`src/rtl/alu_seq.sv`:
```
`default_nettype none
// ============================================================================
// alu_seq : registered RISC-V ALU; iterative MUL/MULH/DIV/REM built only when
//           ALU_MULDIV_EN is defined.                              Rev 1.0
// ============================================================================
module alu_seq #(
   parameter int WIDTH   = 32,
   parameter int SHAMT_W = $clog2(WIDTH)
) (
   input  logic             clk,
   input  logic             rst_n,
   input  logic             valid_i,
   output logic             ready_o,
   input  logic [3:0]       ALUCtrl_i,
   input  logic [WIDTH-1:0] data1_i,
   input  logic [WIDTH-1:0] data2_i,
   output logic [WIDTH-1:0] data_o,
   output logic             Zero_o,
   output logic             valid_o
);

   logic [WIDTH-1:0]   data_q;
   logic               valid_q;
   logic [WIDTH:0]     sub_ext;
   logic [SHAMT_W-1:0] shamt;
   logic [WIDTH-1:0]   base_res;

   // Sign-extended subtract: bit WIDTH is the signed less-than flag.
   assign sub_ext = {data1_i[WIDTH-1], data1_i} + ~{data2_i[WIDTH-1], data2_i}
                  + {{WIDTH{1'b0}}, 1'b1};
   assign shamt   = data2_i[SHAMT_W-1:0];

   always_comb begin
      case (ALUCtrl_i)
         4'b0110: base_res = sub_ext[WIDTH-1:0];
         4'b0000: base_res = data1_i & data2_i;
         4'b0001: base_res = data1_i | data2_i;
         4'b0011: base_res = data1_i ^ data2_i;
         4'b1000: base_res = {{(WIDTH-1){1'b0}}, sub_ext[WIDTH]};
         4'b1001: base_res = data1_i << shamt;
         4'b1010: base_res = data1_i >> shamt;
         4'b1011: base_res = $unsigned($signed(data1_i) >>> shamt);
         default: base_res = data1_i + data2_i;
      endcase
   end

   assign data_o  = data_q;
   assign valid_o = valid_q;
   assign Zero_o  = (data_q == '0);

`ifdef ALU_MULDIV_EN
   typedef enum logic [1:0] {IDLE = 2'd0, SETUP = 2'd1, RUN = 2'd2} state_t;
   localparam logic [SHAMT_W-1:0] c_last_iter = SHAMT_W'(WIDTH - 1);

   state_t             state_q;
   logic               ready_q;
   logic [SHAMT_W-1:0] cnt_q;
   logic [1:0]         op_q;
   logic [WIDTH-1:0]   acc_q, lo_q, opnd_q;
   logic               a_neg_q, b_neg_q, b_zero_q;
   logic [WIDTH-1:0]   acc_d, lo_d, m_res;
   logic [WIDTH:0]     mul_sum;
   logic [WIDTH+1:0]   div_diff;
   logic [2*WIDTH-1:0] prod_s;
   logic [WIDTH-1:0]   a_mag, b_mag;

   assign ready_o = ready_q;
   assign a_mag   = lo_q[WIDTH-1]   ? -lo_q   : lo_q;
   assign b_mag   = opnd_q[WIDTH-1] ? -opnd_q : opnd_q;

   // acc holds product-high / partial remainder; lo holds multiplier / quotient.
   always_comb begin
      acc_d    = acc_q;
      lo_d     = lo_q;
      mul_sum  = '0;
      div_diff = '0;
      if (!op_q[1]) begin
         mul_sum = {1'b0, acc_q} + (lo_q[0] ? {1'b0, opnd_q} : '0);
         acc_d   = mul_sum[WIDTH:1];
         lo_d    = {mul_sum[0], lo_q[WIDTH-1:1]};
      end else begin
         div_diff = {1'b0, acc_q, lo_q[WIDTH-1]} - {2'b00, opnd_q};
         if (div_diff[WIDTH+1]) begin
            acc_d = {acc_q[WIDTH-2:0], lo_q[WIDTH-1]};
            lo_d  = {lo_q[WIDTH-2:0], 1'b0};
         end else begin
            acc_d = div_diff[WIDTH-1:0];
            lo_d  = {lo_q[WIDTH-2:0], 1'b1};
         end
      end
   end

   always_comb begin
      prod_s = (a_neg_q ^ b_neg_q) ? -{acc_d, lo_d} : {acc_d, lo_d};
      case (op_q)
         2'b00:   m_res = prod_s[WIDTH-1:0];
         2'b01:   m_res = prod_s[2*WIDTH-1:WIDTH];
         2'b10:   m_res = b_zero_q ? '1 : ((a_neg_q ^ b_neg_q) ? -lo_d : lo_d);
         default: m_res = a_neg_q ? -acc_d : acc_d;
      endcase
   end

   always_ff @(posedge clk or negedge rst_n) begin
      if (!rst_n) begin
         state_q  <= IDLE;
         ready_q  <= 1'b1;
         valid_q  <= 1'b0;
         data_q   <= '0;
         cnt_q    <= '0;
         op_q     <= 2'b00;
         acc_q    <= '0;
         lo_q     <= '0;
         opnd_q   <= '0;
         a_neg_q  <= 1'b0;
         b_neg_q  <= 1'b0;
         b_zero_q <= 1'b0;
      end else begin
         valid_q <= 1'b0;
         case (state_q)
            IDLE: begin
               if (valid_i) begin
                  if (ALUCtrl_i[3:2] == 2'b11) begin
                     state_q <= SETUP;
                     ready_q <= 1'b0;
                     op_q    <= ALUCtrl_i[1:0];
                     lo_q    <= data1_i;
                     opnd_q  <= data2_i;
                  end else begin
                     data_q  <= base_res;
                     valid_q <= 1'b1;
                  end
               end
            end
            SETUP: begin
               a_neg_q  <= lo_q[WIDTH-1];
               b_neg_q  <= opnd_q[WIDTH-1];
               b_zero_q <= (opnd_q == '0);
               lo_q     <= a_mag;
               opnd_q   <= b_mag;
               acc_q    <= '0;
               cnt_q    <= '0;
               state_q  <= RUN;
            end
            RUN: begin
               acc_q <= acc_d;
               lo_q  <= lo_d;
               cnt_q <= cnt_q + 1'b1;
               if (cnt_q == c_last_iter) begin
                  data_q  <= m_res;
                  valid_q <= 1'b1;
                  ready_q <= 1'b1;
                  state_q <= IDLE;
               end
            end
            default: begin
               state_q <= IDLE;
               ready_q <= 1'b1;
            end
         endcase
      end
   end
`else
   assign ready_o = 1'b1;

   always_ff @(posedge clk or negedge rst_n) begin
      if (!rst_n) begin
         valid_q <= 1'b0;
         data_q  <= '0;
      end else begin
         valid_q <= valid_i;
         if (valid_i) begin
            data_q <= base_res;
         end
      end
   end
`endif

endmodule
`default_nettype wire

```
`config.mk`:
```
export PLATFORM = sky130hd
export DESIGN_NAME = alu_seq
export DESIGN_NICKNAME = d
export VERILOG_FILES = /design/src/rtl/alu_seq.sv
export SDC_FILE = /design/constraint.sdc
export NUM_CORES = 1
export LEC_CHECK = 0
export CORE_ASPECT_RATIO = 0.9
export CORE_MARGIN = 1
export CORE_UTILIZATION = 60
export DETAILED_ROUTE_END_ITERATION = 7
export GPL_ROUTABILITY_DRIVEN = 0
export HOLD_SLACK_MARGIN = 0.08
export PLACE_DENSITY = 0.84
export SLEW_MARGIN = 10
export SYNTH_ARGS = -nofsm -noshare
export SYNTH_HDL_FRONTEND = slang
export SYNTH_SLANG_ARGS = --single-unit
```
`constraint.sdc`:
```
create_clock -name clk -period 1.2 [get_ports clk]
set_input_delay 0.24 -clock clk [delete_from_list [all_inputs] [get_ports clk]]
set_output_delay 0.24 -clock clk [all_outputs]
set_load 0.03 [all_outputs]
```
==> results of run 1 <==
## kinds of logic after synthesis
group | after synthesis
buffers and inverters | 192
other | 1
flip-flops | 33
multiplexers | 103
AO/OA/AOI/OAI | 435
adder cells (fa/ha/maj) | 99
XOR/XNOR | 22
AND/OR/NAND/NOR | 393
## per-stage QoR
step / cells / TNS [ns] / hold slack (ns)
after floorplan: 1278 / -43.15 / -0.0556
after global placement: 1964 / -64.45 / 0.559
after detailed placement: 1964 / -69.06 / 0.575
==> results_dict.tcl, run 1 <==
set metrics [dict create \
    syn_inst 1278 \
    status "did not finish" \
    row_count 43 \
    haltStage "clock tree synthesis" \
    portBuffers 104 \
    ys.flop_type "dfrtp_1" \
    yosys.area_share.xor_xnor_pct 1.99 \
    synth_area_leaders "mux4_2 16%, ha_1 13%, dfrtp_1 8.5%" \
    start_util_pct 62.0 \
    yosys.area.top_type_share_pct 15.6 \
    synth_seq_area_share_pct 8.53 \
    ys_types 79 \
    hpwlAfterDp_mm 43.2 \
    clock_sinks 33 \
    syn-num-nets 1448 \
    synth_commonest_cells "165 x nor2_1, 121 x a21oi_1, 97 x ha_1" \
    syn-cell-area_um2 9680 \
    ys.warnings.count 0 \
    avgSynthCellArea_um2 7.57 \
    place_ws_ns -2.42 \
    synthSimpleGateAreaFrac_pct 18.5 \
    die_h_um 122 \
    post_cts_buffers 91 \
    synth_edf_count 0 \
    cts_hold_buffers 0 \
    post_dp_cell_area_um2 14400 \
    ys_seq_elements 33 \
    yosysTopAreaCell "mux4_2" \
    cts_buffer_depth 2 \
    yosysMostFrequentCell "nor2_1" \
    cts-htree-levels 2 \
    synth_compound_area_share_pct 29.7 \
    numCtsBuffers 5 \
    error_line "[ERROR DPL-0038] Utilization greater than 100%, impossible to legalize" \
    async_reset_ff_share_pct 100 \
    dieWidth_um 136 \
    synth_fa_ha_area_share_pct 13.0 \
    synth_mux_area_share_pct 20.2 \
    cts_resized 554 \
    io-pin-count 106 \
    root_buffer "clkbuf_16" \
    synth_top_family_by_area "compound AO/OA/AOI/OAI gates" \
]
==> inputs of run 2 (changes only) <==
Settings changed: CORE_ASPECT_RATIO 0.9 to not set, CORE_UTILIZATION 60 to 40, HOLD_SLACK_MARGIN 0.08 to not set, PLACE_DENSITY 0.84 to not set, PLACE_DENSITY_LB_ADDON set to 0.15.
==> run 2 against run 1 <==
Compared with the run above:
- the flow now finishes, with violations (negative setup slack)
- synthesized area stayed put
- synthesized cell count stayed put
==> results_dict.tcl, run 2 <==
set metrics [dict create \
    cpMaxStageDelayCell "mux4_2" \
    worstPathRequired_ns 1.38 \
    worstPathArrival_ns 3.00 \
    slew_violations 0 \
    portBuffers 104 \
    grt_use_total_pct 42.0 \
    final_cell_mix "444 x buf_4, 153 x nor2_1, 127 x buf_6" \
    root_buffer "clkbuf_16" \
    insertion_delay_ns 0.30 \
    timing_worst_setup_path_type "input pin to flip-flop" \
    routed_wl_mm 54.2 \
    hold_viol 0 \
    drtIter0Drc 1771 \
    drv_cap 0 \
    route.detailed.wl_per_inst_um 25.0 \
    grt_pass1_vias 13500 \
    numCtsBuffers 5 \
    max_stage_delay_ns 0.53 \
    hpwlAfterDp_mm 38.2 \
    period_share_pct 235 \
    power.total_mw 12.6 \
    layout-drive-gt1-share_pct 54.2 \
    vias_per_cell 6.50 \
    clock_sinks 33 \
    synth_area_leaders "mux4_2 16%, ha_1 13%, dfrtp_1 8.5%" \
    synth_edf_count 0 \
    fmax_mhz 355 \
    r2r_cells 4 \
    drc_errors 0 \
    die_area_um2 24800 \
    ys.flop_type "dfrtp_1" \
    cts_tree "built" \
    yosys.area.top_type_share_pct 15.6 \
    slew_headroom_pct 53.3 \
    area_delta_synth_final_pct 80.1 \
    drt_first_pass_iters 6 \
    syn-num-nets 1448 \
    design.core.area_um2 23600 \
    fin_crit_ns 2.82 \
    largest_register_ffs 32 \
    peakVddDrop_mv 0.574 \
    start_util_pct 41.0 \
    setup_viol 48 \
    fin_ws_ns -1.62 \
    ys_types 79 \
    power_density_nw_per_um2 723 \
    num-fill-cells 1677 \
    status "finished with violations" \
    place_ws_ns -2.46 \
    grt_max_degree 51 \
    crit_path_frequent_cell "buf_12" \
    stdcell_area_um2 17400 \
    clk_pin_slew_worst_paths_ns 0.07 \
    yosysTopAreaCell "mux4_2" \
    crit_fanout 7 \
    die_h_um 158 \
    synth_commonest_cells "165 x nor2_1, 121 x a21oi_1, 97 x ha_1" \
    final_common_cell "buf_4" \
    skew_ns 0 \
    final_util_pct 73.8 \
    post_dp_cell_area_um2 14400 \
    cts_buffer_depth 2 \
    postRouteAntennaNets 0 \
    ys.warnings.count 0 \
    p_leak_nw 7.55 \
    antenna_found_initial 3 \
    ys_seq_elements 33 \
    num-nets-final 2019 \
    tightest_slew_ns 0.700 \
    yosysMostFrequentCell "nor2_1" \
    async_reset_ff_share_pct 100 \
    end_kind "flip-flop" \
    avgSynthCellArea_um2 7.57 \
    dieWidth_um 158 \
    synth_seq_area_share_pct 8.53 \
    grt_overflow 0 \
    syn-cell-area_um2 9680 \
    syn_inst 1278 \
    vias 14100 \
    worstSetupStartpointType "input pin" \
    grt_pass1_wl_mm 78.0 \
    worstPathCellList "buf_12, buf_12, buf_4, buf_8, buf_12, mux4_2, mux4_2, a211oi_2, a21o_1, o2111ai_2, o22ai_1, o41ai_2, a2bb2oi_1" \
    rsz0062_at_grt "yes" \
    violations "negative setup slack" \
    hold_path_class "input pin to async pin" \
    hold_ws_ns 0.434 \
    row_count 56 \
    io-pin-count 106 \
    cts-htree-levels 2 \
]
-- run 2: cells by family (layout without fill, tap and decap cells) --
family          Yosys count  count (layout)  share of synthesized area [%]
buf+inv                 192             764                           8.05
mux                     103             103                           20.2
fa+ha+maj                99              99                           13.0
simple gates            393             393                           18.5
flops                    33              33                           8.53
xor+xnor                 22              22                           1.99
compound gates          435             435                           29.7
other cells               1               2                         0.0387
-- run 2: power by group --
part           switching (mW)  internal (mW)  leakage, nW  total (mW)
logic                    4.89           4.56         7.11        9.45
registers               0.195           1.32        0.361        1.51
clock network           0.606           1.04       0.0841        1.65
total                    5.69           6.92         7.55        12.6
-- run 2: area by class of cell --
cell class / count / area [um2] / share of cell area [%]
Timing Repair Buffer: 661 / 5800 / 33.3
Inverter: 95 / 402 / 2.30
Clock buffer: 7 / 143 / 0.818
Sequential cell: 33 / 841 / 4.82
Multi-Input combinational cell: 1053 / 9810 / 56.3
Antenna cell: 1 / 2.50 / 0.0144
Clock inverter: 1 / 30.0 / 0.172
Tap cell: 319 / 399 / 2.29
-- run 2: path summary, 6_finish.rpt --
path                                           to  slack [ns]              startpoint
hold / removal             data_o[20]$_DFFE_PN0P_        0.43                   rst_n
setup reg to reg           data_o[26]$_DFFE_PN0P_       -0.01  data_o[26]$_DFFE_PN0P_
setup / recovery           data_o[26]$_DFFE_PN0P_       -1.62              data2_i[0]
min in group clk                valid_o$_DFF_PN0_        0.48                 valid_i
max in group asynchronous  data_o[16]$_DFFE_PN0P_        0.51                   rst_n
hold reg to reg            data_o[22]$_DFFE_PN0P_        0.59  data_o[22]$_DFFE_PN0P_
-- run 2: what timing repair did --
item / 4_1_cts / 5_1_grt
hold buffers: 1 / 0
gates cloned: 8 / 0
resized for setup: 521 / 155
setup buffers: 72 / 30
setup endpoints to repair: 58 / 62
pin swaps: 135 / 83
hold endpoints to repair: 33 / 0
-- run 2: worst max-delay path, delay by kind of cell --
kind / cells / cell delay [ns]
AO/OA/AOI/OAI: 6 / 1.15
multiplexers: 2 / 1.05
buffers and inverters: 5 / 0.54
-- run 2: per-stage QoR --
step | std cells | TNS, ns
6_report | 2170 | -44.60
4_1_cts | 2150 | -41.14
5_1_grt | 2169 | -47.01
3_5_place_dp | 2068 | -69.01
2_1_floorplan | 1278 | -43.15
3_3_place_gp | 2068 | -67.62
-- run 2: metal layers --
metal	vias to the layer above	wire length, um	part of all wire (%)	track usage (%)
met4	2	3460	6.4	22.0
li1	5956	-	-	-
met2	1181	23200	43	63.1
met1	6633	20100	37	53.1
met3	327	7420	14	14.0
met5	-	8	0.015	0
(Power assumes the default switching activity.)
